--- config.mk ---
export PLATFORM = sky130hd
export DESIGN_NAME = prbs_gen_flat
export DESIGN_NICKNAME = d
export VERILOG_FILES = /design/src/rtl/prbs_gen_if.sv /design/src/rtl/prbs_gen.sv /design/src/flat_wrapper.sv
export SDC_FILE = /design/constraint.sdc
export NUM_CORES = 1
export LEC_CHECK = 0
export CAP_MARGIN = 5
export CORE_UTILIZATION = 53
export DETAILED_ROUTE_END_ITERATION = 8
export GPL_ROUTABILITY_DRIVEN = 0
export GPL_TIMING_DRIVEN = 0
export HOLD_SLACK_MARGIN = 0.12
export PLACE_DENSITY_LB_ADDON = 0.15
export RECOVER_POWER = 25
export SLEW_MARGIN = 30
export SYNTH_ARGS = -nofsm -noshare
export SYNTH_HDL_FRONTEND = slang
export SYNTH_SLANG_ARGS = --single-unit
export TNS_END_PERCENT = 100
--- constraint.sdc ---
create_clock -name i_aclk -period 4.75 [get_ports i_aclk]
set_clock_uncertainty 0.15 [all_clocks]
set_input_delay 0.95 -clock i_aclk [delete_from_list [all_inputs] [get_ports i_aclk]]
set_output_delay 0.95 -clock i_aclk [all_outputs]
set_load 0.05 [all_outputs]
--- src/rtl/prbs_gen_if.sv ---
// prbs_gen_if -- word stream carrying generated PRBS words.
//   tdata  : OUT_W-bit word from the generator
//   tvalid : word valid, held until accepted
//   tready : downstream can accept the word this cycle
// modport master is the generator side, modport slave the consumer side.
`timescale 1ns/1ps
interface prbs_gen_if #(
    parameter int OUT_W = 32
);
    logic [OUT_W-1:0] tdata;
    logic             tvalid;
    logic             tready;

    modport master (output tdata, output tvalid, input tready);
    modport slave  (input tdata, input tvalid, output tready);
endinterface

--- src/rtl/prbs_gen.sv ---
// prbs_gen -- Fibonacci LFSR pattern generator with stream handshake,
// seed load and word-count limit. Each accepted word advances the LFSR
// by OUT_W single-bit steps through an unrolled next-state function.
//
// Ports
//   i_aclk, i_areset     clock, asynchronous active-high reset
//   i_seed_load, i_seed  load a seed while idle (zero seed -> DEFAULT_SEED)
//   i_start              idle -> run, samples i_num_words, clears o_word_cnt
//   i_stop               leave run after the next accepted word
//   i_num_words          words per run, 0 = unlimited
//   m_axis               word stream (tdata = top OUT_W bits of the LFSR)
//   o_busy               high while running
//   o_done               one-cycle pulse when a limited run completes
//   o_word_cnt           words accepted since the last start
//
// Build option: define PRBS_CHECK_EN to add a receive-side checker
// (i_chk_tdata, i_chk_tvalid, o_chk_err_cnt, o_chk_err). It owns its own
// LFSR, loaded together with the generator, and runs in every state.
//
// state | meaning
// IDLE  | no word offered; seed load and start accepted
// RUN   | word offered on m_axis; advances on every handshake
`timescale 1ns/1ps
module prbs_gen #(
    parameter int               WIDTH        = 32,
    parameter logic [WIDTH-1:0] TAPS         = WIDTH'(32'h8020_0003),
    parameter int               OUT_W        = 32,
    parameter logic [WIDTH-1:0] DEFAULT_SEED = WIDTH'(32'h0000_ACE1),
    parameter int               CNT_W        = 32
) (
    input  logic             i_aclk,
    input  logic             i_areset,
    input  logic             i_seed_load,
    input  logic [WIDTH-1:0] i_seed,
    input  logic             i_start,
    input  logic             i_stop,
    input  logic [CNT_W-1:0] i_num_words,
    prbs_gen_if.master       m_axis,
    output logic             o_busy,
    output logic             o_done,
    output logic [CNT_W-1:0] o_word_cnt
`ifdef PRBS_CHECK_EN
    ,
    input  logic [OUT_W-1:0] i_chk_tdata,
    input  logic             i_chk_tvalid,
    output logic [CNT_W-1:0] o_chk_err_cnt,
    output logic             o_chk_err
`endif
);

    typedef enum logic {
        ST_IDLE = 1'b0,
        ST_RUN  = 1'b1
    } state_e;

    // OUT_W single steps of s_next = {s[WIDTH-2:0], ^(s & TAPS)}
    function automatic logic [WIDTH-1:0] advance(input logic [WIDTH-1:0] s);
        logic [WIDTH-1:0] t;
        t = s;
        for (int k = 0; k < OUT_W; k++) begin
            t = {t[WIDTH-2:0], ^(t & TAPS)};
        end
        return t;
    endfunction

    state_e           fsm_q;
    logic [WIDTH-1:0] lfsr_q;
    logic [WIDTH-1:0] lfsr_d;
    logic [CNT_W-1:0] cnt_q;
    logic [CNT_W-1:0] cnt_d;
    logic [CNT_W-1:0] limit_q;
    logic             tvalid_q;
    logic             busy_q;
    logic             done_q;
    logic             stop_pend_q;

    logic [WIDTH-1:0] seed_eff;
    logic             hs;
    logic             last_word;

    // The all-zero state would lock up the LFSR, so a zero seed is replaced.
    assign seed_eff  = (i_seed == '0) ? DEFAULT_SEED : i_seed;
    assign hs        = tvalid_q & m_axis.tready;
    assign lfsr_d    = advance(lfsr_q);
    assign cnt_d     = (cnt_q == '1) ? cnt_q : cnt_q + 1'b1;
    assign last_word = (limit_q != '0) && (cnt_d == limit_q);

    always_ff @(posedge i_aclk or posedge i_areset) begin
        if (i_areset) begin
            fsm_q       <= ST_IDLE;
            lfsr_q      <= DEFAULT_SEED;
            cnt_q       <= '0;
            limit_q     <= '0;
            tvalid_q    <= 1'b0;
            busy_q      <= 1'b0;
            done_q      <= 1'b0;
            stop_pend_q <= 1'b0;
        end else begin
            done_q <= 1'b0;
            case (fsm_q)
                ST_IDLE: begin
                    // Load lands in the same edge as start, so the first word is the new seed.
                    if (i_seed_load) begin
                        lfsr_q <= seed_eff;
                    end
                    if (i_start) begin
                        limit_q     <= i_num_words;
                        cnt_q       <= '0;
                        stop_pend_q <= 1'b0;
                        tvalid_q    <= 1'b1;
                        busy_q      <= 1'b1;
                        fsm_q       <= ST_RUN;
                    end
                end
                ST_RUN: begin
                    if (hs) begin
                        lfsr_q <= lfsr_d;
                        cnt_q  <= cnt_d;
                        if (last_word) begin
                            done_q      <= 1'b1;
                            tvalid_q    <= 1'b0;
                            busy_q      <= 1'b0;
                            stop_pend_q <= 1'b0;
                            fsm_q       <= ST_IDLE;
                        end else if (stop_pend_q || i_stop) begin
                            tvalid_q    <= 1'b0;
                            busy_q      <= 1'b0;
                            stop_pend_q <= 1'b0;
                            fsm_q       <= ST_IDLE;
                        end
                    end else if (i_stop) begin
                        // Valid must not drop mid-word: remember the stop until the word goes.
                        stop_pend_q <= 1'b1;
                    end
                end
                default: fsm_q <= ST_IDLE;
            endcase
        end
    end

    assign m_axis.tdata  = lfsr_q[WIDTH-1 -: OUT_W];
    assign m_axis.tvalid = tvalid_q;
    assign o_busy        = busy_q;
    assign o_done        = done_q;
    assign o_word_cnt    = cnt_q;

`ifdef PRBS_CHECK_EN
    logic [WIDTH-1:0] chk_lfsr_q;
    logic [CNT_W-1:0] chk_cnt_q;
    logic             chk_err_q;
    logic             chk_mis;
    logic             chk_load;
    logic             chk_clr;

    assign chk_mis  = i_chk_tvalid && (i_chk_tdata != chk_lfsr_q[WIDTH-1 -: OUT_W]);
    assign chk_load = (fsm_q == ST_IDLE) && i_seed_load;
    assign chk_clr  = (fsm_q == ST_IDLE) && i_start;

    always_ff @(posedge i_aclk or posedge i_areset) begin
        if (i_areset) begin
            chk_lfsr_q <= DEFAULT_SEED;
            chk_cnt_q  <= '0;
            chk_err_q  <= 1'b0;
        end else begin
            chk_err_q <= chk_mis;
            if (chk_load) begin
                chk_lfsr_q <= seed_eff;
            end else if (i_chk_tvalid) begin
                chk_lfsr_q <= advance(chk_lfsr_q);
            end
            if (chk_clr) begin
                chk_cnt_q <= CNT_W'(chk_mis);
            end else if (chk_mis && (chk_cnt_q != '1)) begin
                chk_cnt_q <= chk_cnt_q + 1'b1;
            end
        end
    end

    assign o_chk_err_cnt = chk_cnt_q;
    assign o_chk_err     = chk_err_q;
`endif

endmodule

--- src/flat_wrapper.sv ---
// flat-port wrapper written by rule: the top's interface ports become plain ports
module prbs_gen_flat 
#(
    parameter int               WIDTH        = 32,
    parameter logic [WIDTH-1:0] TAPS         = WIDTH'(32'h8020_0003),
    parameter int               OUT_W        = 32,
    parameter logic [WIDTH-1:0] DEFAULT_SEED = WIDTH'(32'h0000_ACE1),
    parameter int               CNT_W        = 32
)
  (i_aclk, i_areset, i_seed_load, i_seed, i_start, i_stop, i_num_words, o_busy, o_done, o_word_cnt, m_axis_tdata, m_axis_tvalid, m_axis_tready);
  prbs_gen_if #(.OUT_W(OUT_W)) m_axis_i ();
  input  logic i_aclk;
  input  logic i_areset;
  input  logic i_seed_load;
  input  logic [WIDTH-1:0] i_seed;
  input  logic i_start;
  input  logic i_stop;
  input  logic [CNT_W-1:0] i_num_words;
  output logic o_busy;
  output logic o_done;
  output logic [CNT_W-1:0] o_word_cnt;
  output wire logic [$bits(m_axis_i.tdata)-1:0] m_axis_tdata;
  output wire logic [$bits(m_axis_i.tvalid)-1:0] m_axis_tvalid;
  input wire logic [$bits(m_axis_i.tready)-1:0] m_axis_tready;
  assign m_axis_tdata = m_axis_i.tdata;
  assign m_axis_tvalid = m_axis_i.tvalid;
  assign m_axis_i.tready = m_axis_tready;
  prbs_gen #(.WIDTH(WIDTH), .TAPS(TAPS), .OUT_W(OUT_W), .DEFAULT_SEED(DEFAULT_SEED), .CNT_W(CNT_W)) u_core (.i_aclk(i_aclk), .i_areset(i_areset), .i_seed_load(i_seed_load), .i_seed(i_seed), .i_start(i_start), .i_stop(i_stop), .i_num_words(i_num_words), .m_axis(m_axis_i), .o_busy(o_busy), .o_done(o_done), .o_word_cnt(o_word_cnt));
endmodule
==> impl_metrics.toml, run 1 <==
[cells_and_area]
design.final.nets = 1002
finalNonFillerCells = 1108
num_antenna_cells = 0
post_route_cells_drive_above_1_share_pct = 6.303
area_delta_synth_final_pct = 27.69
finish.instance_area_um2 = 8806
fillers = 1021

[floorplan]
design.core.area_um2 = 12670
std_cell_rows = 41
initial_utilization_pct = 54.43
ioPinCount = 137
fp.dieArea_um2 = 13470
die_w_um = 116.1
die_height_um = 116.1

[synthesis]
synth.most_common_cell = "sky130_fd_sc_hd__nand2_1"
synthCells = 783
synth.ff_latch_count = 100
sequential_cell_area_fraction_in_the_yosys_report_pct = 36.43
synth_top_area_share_pct = 33.38
synth_cell_type_count = 63
synthesis.yosys.warnings = 0
synth_fp_nets = 854
asyncSetResetFlopFracSynth_pct = 100.0
synth_enable_flop_cells = 0
post_synth_main_area_contributors = "sky130_fd_sc_hd__dfrtp_1 (33%), sky130_fd_sc_hd__xnor2_1 (12%), sky130_fd_sc_hd__nand2_1 (9.1%)"
dominantRegCellSynth = "sky130_fd_sc_hd__dfrtp_1"
netlist_area_um2 = 6897
synth_top_cells_by_count = "sky130_fd_sc_hd__nand2_1 (168), sky130_fd_sc_hd__dfrtp_1 (92), sky130_fd_sc_hd__xnor2_1 (92)"
synth_top_area_cell = "sky130_fd_sc_hd__dfrtp_1"
synthesis.area_per_instance_um2 = 8.808

[sta]
timing.final.crit_period_ps = 4052
tightest_slew_ps = 1892
hold_violations = 0
setup_viol_count_final = 0
max-slew-margin-rel_pct = -26.84
hold_ws_ps = 387.0
timing.final.max_slew_violations = 44
timing.setup.tns_ps = 0
fmax_mhz = 246.8
unrepaired_setup_endpoints_after_global_routing = "no"
post-route-period-util_pct = 85.31

[drt]
routed_wl_um = 21960
drt-vias-per-instance = 6.144
post-route-drc-count = 0
initialDrtViolationCount = 710
postRouteAntennaNets = 0
post_drt_wl_per_cell_um = 19.82
dr_total_vias = 6808
drt_first_pass_iters = 5

[clock_network]
clkSlewWorstSetupHoldPaths_ps = 70
cts-root-to-sink-buffers = 2
cts.root.buffer_cell = "sky130_fd_sc_hd__clkbuf_16"
tritoncts = "done"
cts_setup_buffers = 0
cts_hold_buf = 0
post_cts.resized_instances = 0
clk_latency_ps = 360
cts_sinks = 100
number_of_h_tree_levels = 3
cts_buffers = 9

[hold_path]
worstHoldPathType = "flop to flop"
worstHoldPathCells = 2
worstHoldEndpoint = "u_core.limit_q[6]$_DFFE_PP0P_"
hp-start = "u_core.limit_q[6]$_DFFE_PP0P_"

[global_routing]
grt_max_degree = 59
first_pass_grt_wire_length_um = 33490
initial_antenna_violation_count = 0
via_count_of_the_first_global_routing_pass = 6347
overflow = 0
grt.total_usage_pct = 33.23

[placed_design]
placement.cell_area_um2 = 8512
dp.final_hpwl_um = 16030
placedCellCount = 1092
portBuffers = 136

[critical_path]
critical_path.startpoint_type = "flop"
timing.critical_path.arrival_ps = 4110
r2r_cells = 10
r2r_start = "u_core.o_word_cnt[18]$_DFFE_PP0P_"
worst-setup-path-type = "flop to flop"
crit_path_max_fanout = 9
crit_required_ps = 4810
reg2reg_to = "u_core.m_axis.tvalid$_DFFE_PP0P_"
worst-r2r-setup-slack_ps = 700
end_kind = "flop"

[run_status]
failed_checks = "capacitance limit, slew limit"
outcome = "finished with violations"

[flow_run]
maxCapViolations = 1
## cells by family after synthesis
logic type,Yosys count,synth area share [%]
AOI/OAI and AO/OA,154,14.15
xor gates and xnor gates,148,23.77
adders and majority gates,1,0.1814
buffers and inverters,52,3.012
DFF,100,36.43
muxes,7,1.052
and+or+nand+nor,321,21.41
## sequential cells by signal (all words and copies together) (netlist names)
register and cells:
u_core.stop_pend_q 1, u_core.fsm_q 1, u_core.limit_q 32, u_core.o_done 1
u_core.m_axis.tdata 32, u_core.m_axis.tvalid 1, u_core.o_word_cnt 32
## layout make-up
| type | count | area [µm²] | area share, % |
|---|---|---|---|
| inverter | 7 | 27.53 | 0.3126 |
| multi-input combinational | 631 | 4199 | 47.68 |
| buffer | 45 | 181.4 | 2.060 |
| clock inverter | 4 | 47.55 | 0.5399 |
| tap | 172 | 215.2 | 2.444 |
| timing repair buffer | 137 | 1366 | 15.52 |
| sequential | 100 | 2512 | 28.53 |
| clock buffer | 12 | 256.5 | 2.913 |
## layer usage
layer / vias up / global-route usage (%) / share of wire, %
met5: - / 0 / 0
met4: 0 / 15.21 / 3.4
met3: 68 / 5.701 / 9.6
met2: 430 / 48.57 / 44
met1: 3264 / 48.12 / 43
li1: 3046 / - / -
## worst max-delay path by stage
stage | cells past startpoint | end | start | slack [ps]
after floorplan | 10 | u_core.m_axis.tdata[2]$_DFFE_PP0P_ | u_core.m_axis.tdata[0]$_DFFE_PP1P_ | 1030
after global placement | 2 | u_core.limit_q[29]$_DFFE_PP0P_ | i_areset | -390
after detailed placement | 10 | u_core.m_axis.tvalid$_DFFE_PP0P_ | u_core.o_word_cnt[18]$_DFFE_PP0P_ | 630
after CTS | 10 | u_core.m_axis.tvalid$_DFFE_PP0P_ | u_core.o_word_cnt[18]$_DFFE_PP0P_ | 550
after global routing | 3 | u_core.limit_q[16]$_DFFE_PP0P_ | i_areset | 400
final | 10 | u_core.m_axis.tvalid$_DFFE_PP0P_ | u_core.o_word_cnt[18]$_DFFE_PP0P_ | 700
## cell usage in the layout (no fill, tap or decap), types with 8 or more instances in the layout
cell | netlist | final
sky130_fd_sc_hd__a31oi_1 | 14 | 14
sky130_fd_sc_hd__nand3_1 | 14 | 14
sky130_fd_sc_hd__clkbuf_1 | 35 | 36
sky130_fd_sc_hd__o31ai_1 | 9 | 9
sky130_fd_sc_hd__o21ai_0 | 52 | 52
sky130_fd_sc_hd__nand4_1 | 16 | 16
sky130_fd_sc_hd__nand2_1 | 168 | 168
sky130_fd_sc_hd__nor4_1 | 22 | 20
sky130_fd_sc_hd__xor2_1 | 32 | 32
sky130_fd_sc_hd__clkdlybuf4s50_1 | 0 | 135
sky130_fd_sc_hd__clkbuf_16 | 0 | 9
sky130_fd_sc_hd__nor2_1 | 51 | 51
sky130_fd_sc_hd__a221oi_1 | 15 | 15
sky130_fd_sc_hd__and3_1 | 11 | 11
sky130_fd_sc_hd__dfstp_2 | 8 | 8
sky130_fd_sc_hd__dfrtp_1 | 92 | 92
sky130_fd_sc_hd__xnor2_1 | 92 | 92
sky130_fd_sc_hd__a21oi_1 | 28 | 28
## critical path, stage by stage, from the launching register on
cell and delay (ps):
sky130_fd_sc_hd__dfrtp_1 360, sky130_fd_sc_hd__clkbuf_1 350, sky130_fd_sc_hd__nand3_1 310, sky130_fd_sc_hd__nor4_2 740
sky130_fd_sc_hd__a21oi_1 360, sky130_fd_sc_hd__and2_1 300, sky130_fd_sc_hd__xnor2_1 130, sky130_fd_sc_hd__a2111oi_0 610
sky130_fd_sc_hd__nand4_1 250, sky130_fd_sc_hd__o21ai_1 240, sky130_fd_sc_hd__a31oi_1 120
## through the flow
step	setup WS, ps	utilization (%)
finish	697.7	69.50
global route	398.6	69.50
CTS	551.2	69.58
detailed placement	631.6	67.18
global placement	-394.8	66.87
floorplan	1029	-
Power of run 1 is not shown: default switching activity piles up to over one toggle a cycle in this logic, so the estimate is an artifact.
==> run 2, diff against run 1 <==
--- a/config.mk
+++ b/config.mk
@@ -5,14 +5,17 @@
 export SDC_FILE = /design/constraint.sdc
 export NUM_CORES = 1
 export LEC_CHECK = 0
+export ABC_CLOCK_PERIOD_IN_PS = 4750
 export CAP_MARGIN = 5
-export CORE_UTILIZATION = 53
+export CORE_UTILIZATION = 54
+export CTS_BUF_LIST = sky130_fd_sc_hd__clkbuf_4 sky130_fd_sc_hd__clkbuf_8
 export DETAILED_ROUTE_END_ITERATION = 8
 export GPL_ROUTABILITY_DRIVEN = 0
 export GPL_TIMING_DRIVEN = 0
 export HOLD_SLACK_MARGIN = 0.12
 export PLACE_DENSITY_LB_ADDON = 0.15
 export RECOVER_POWER = 25
+export SKIP_LAST_GASP = 1
 export SLEW_MARGIN = 30
 export SYNTH_ARGS = -nofsm -noshare
 export SYNTH_HDL_FRONTEND = slang
==> run 2 against run 1 <==
  * The flow still finishes with violations (capacitance limit, slew limit)
  * Final area down 1.1%
  * Final cell count is 0.45% lower
  * Utilization is 1.8 points higher
  * Count of clock-buffer cells in the layout grew 2
  * Flip-flop and latch count is the same
  * Critical path depth increased by 1
  * Die area decreased by 1.8%
  * Maximum frequency about the same
  * Setup slack improved by 3.3 ps
  * Global-route usage rose by 0.12 points
  * Worst hold slack worse by 3.7 ps
  * Routed wire length decreased by 2.1%
==> impl_metrics.toml, run 2 (synthesized netlist as in run 1, its figures left out) <==
[drt]
drt-vias-per-instance = 6.071
initialDrtViolationCount = 747
post_drt_wl_per_cell_um = 19.48
dr_total_vias = 6696
post-route-drc-count = 0
postRouteAntennaNets = 0
routed_wl_um = 21490
drt_first_pass_iters = 9

[placed_design]
place_worst_setup_slack_ps = 633.5
dp.final_hpwl_um = 16070
placement.cell_area_um2 = 8507
portBuffers = 136

[global_routing]
grt.total_usage_pct = 33.35
first_pass_grt_wire_length_um = 33210
via_count_of_the_first_global_routing_pass = 6366
grt_max_degree = 52
initial_antenna_violation_count = 0
overflow = 0

[critical_path]
crit_path_max_fanout = 8
worst-setup-path-type = "flop to flop"
critical_path.startpoint_type = "flop"
end_kind = "flop"
crit_required_ps = 4850
timing.critical_path.arrival_ps = 4150

[sta]
hold_violations = 0
tightest_slew_ps = 2213
timing.final.crit_period_ps = 4049
post-route-period-util_pct = 85.24
final.setup.worst_slack_ps = 701.0
unrepaired_setup_endpoints_after_global_routing = "no"
timing.setup.tns_ps = 0
fmax_mhz = 247.0
timing.final.max_slew_violations = 51
setup_viol_count_final = 0
max-slew-margin-rel_pct = -48.33

[clock_network]
cts.root.buffer_cell = "sky130_fd_sc_hd__clkbuf_8"
post_cts.resized_instances = 0
cts_buffers = 9
tritoncts = "done"
cts_hold_buf = 0
clkSlewWorstSetupHoldPaths_ps = 110
clk_latency_ps = 390
cts_setup_buffers = 0
cts-root-to-sink-buffers = 2
number_of_h_tree_levels = 3
cts_sinks = 100

[floorplan]
initial_utilization_pct = 56.48
die_height_um = 115.0
std_cell_rows = 40
die_w_um = 115.0
fp.dieArea_um2 = 13230
ioPinCount = 137
design.core.area_um2 = 12210

[cells_and_area]
fillers = 970
area_delta_synth_final_pct = 26.25
area_occupied_by_multi_input_gates_um2 = 4199
layout.area.seq_um2 = 2512
finish.utilization_pct = 71.30
finish.instance_area_um2 = 8707
most-common-layout-cells = "sky130_fd_sc_hd__nand2_1 (168), sky130_fd_sc_hd__clkdlybuf4s50_1 (135), sky130_fd_sc_hd__xnor2_1 (92), sky130_fd_sc_hd__dfrtp_1 (92), sky130_fd_sc_hd__o21ai_0 (52)"
design.final.nets = 1002
post_route_cells_drive_above_1_share_pct = 6.310
num_antenna_cells = 0
layout.cells.most_common = "sky130_fd_sc_hd__nand2_1"

[hold_path]
worstHoldPathType = "flop to flop"

[run_status]
failed_checks = "capacitance limit, slew limit"
outcome = "finished with violations"

[flow_run]
maxCapViolations = 1
[run 2: cell types whose count changed in the layout (fill, tap and decap cells not counted)]
cell                         before  now
sky130_fd_sc_hd__clkbuf_4         0    2
sky130_fd_sc_hd__buf_1            2    1
sky130_fd_sc_hd__clkinv_2         2    0
sky130_fd_sc_hd__clkbuf_16        9    0
sky130_fd_sc_hd__clkbuf_8         2   12
sky130_fd_sc_hd__clkinvlp_4       1    0
[run 2: final cells by class]
type	count	area share [%]
clock buffer	14	2.069
inverter	7	0.3161
tap	168	2.414
sequential	100	28.85
multi-input combinational	631	48.23
buffer	45	2.084
timing repair buffer	137	15.69
clock inverter	1	0.3449
[run 2: metal layers]
layer	GRT usage, %	share of wire (%)	wire [µm]
met1	46.25	42	9069
met2	49.68	44	9369
met3	10.02	11	2455
met4	11.69	2.8	596
met5	0	0	0
[run 2: metrics by stage]
| stage | hold WS (ps) | std cells |
|---|---|---|
| after CTS | 387.7 | 1103 |
| after global routing | 421.3 | 1103 |
| after global placement | 361.8 | 1087 |
| after detailed placement | 360.0 | 1088 |
| after floorplan | 338.0 | 783 |
| final | 383.3 | 1103 |
[run 2: path summary, 6_finish.rpt]
path	start	to	slack, ps	depth (start not counted)
hold reg to reg	u_core.limit_q[4]$_DFFE_PP0P_	u_core.limit_q[4]$_DFFE_PP0P_	380	2
setup / recovery	u_core.o_word_cnt[0]$_DFFE_PP0P_	u_core.m_axis.tvalid$_DFFE_PP0P_	700	11
min in group asynchronous	i_areset	u_core.o_word_cnt[8]$_DFFE_PP0P_	1450	2
max in group asynchronous	i_areset	u_core.m_axis.tdata[20]$_DFFE_PP0P_	940	3
hold / removal	u_core.limit_q[4]$_DFFE_PP0P_	u_core.limit_q[4]$_DFFE_PP0P_	380	2
setup reg to reg	u_core.o_word_cnt[0]$_DFFE_PP0P_	u_core.m_axis.tvalid$_DFFE_PP0P_	700	11
[run 2: critical path: stages (launching register included)]
cell and delay [ps]:
sky130_fd_sc_hd__dfrtp_1 490, sky130_fd_sc_hd__ha_1 240, sky130_fd_sc_hd__nand2_1 150, sky130_fd_sc_hd__or4_1 560, sky130_fd_sc_hd__clkbuf_1 230, sky130_fd_sc_hd__nor3b_1 670
sky130_fd_sc_hd__a31oi_1 170, sky130_fd_sc_hd__o32a_1 220, sky130_fd_sc_hd__a2111oi_0 450, sky130_fd_sc_hd__nand4_1 230, sky130_fd_sc_hd__o21ai_1 230, sky130_fd_sc_hd__a31oi_1 110
Power of run 2 is left out for the same reason.
==> run 3, diff against run 2 <==
--- a/config.mk
+++ b/config.mk
@@ -9,6 +9,7 @@
 export CAP_MARGIN = 5
 export CORE_UTILIZATION = 54
 export CTS_BUF_LIST = sky130_fd_sc_hd__clkbuf_4 sky130_fd_sc_hd__clkbuf_8
+export CTS_CLUSTER_DIAMETER = 30
 export DETAILED_ROUTE_END_ITERATION = 8
 export GPL_ROUTABILITY_DRIVEN = 0
 export GPL_TIMING_DRIVEN = 0
==> results of run 3 <==
Final layout, timing and power as in run 2 (identical DEF).
Power of run 3 is left out for the same reason.
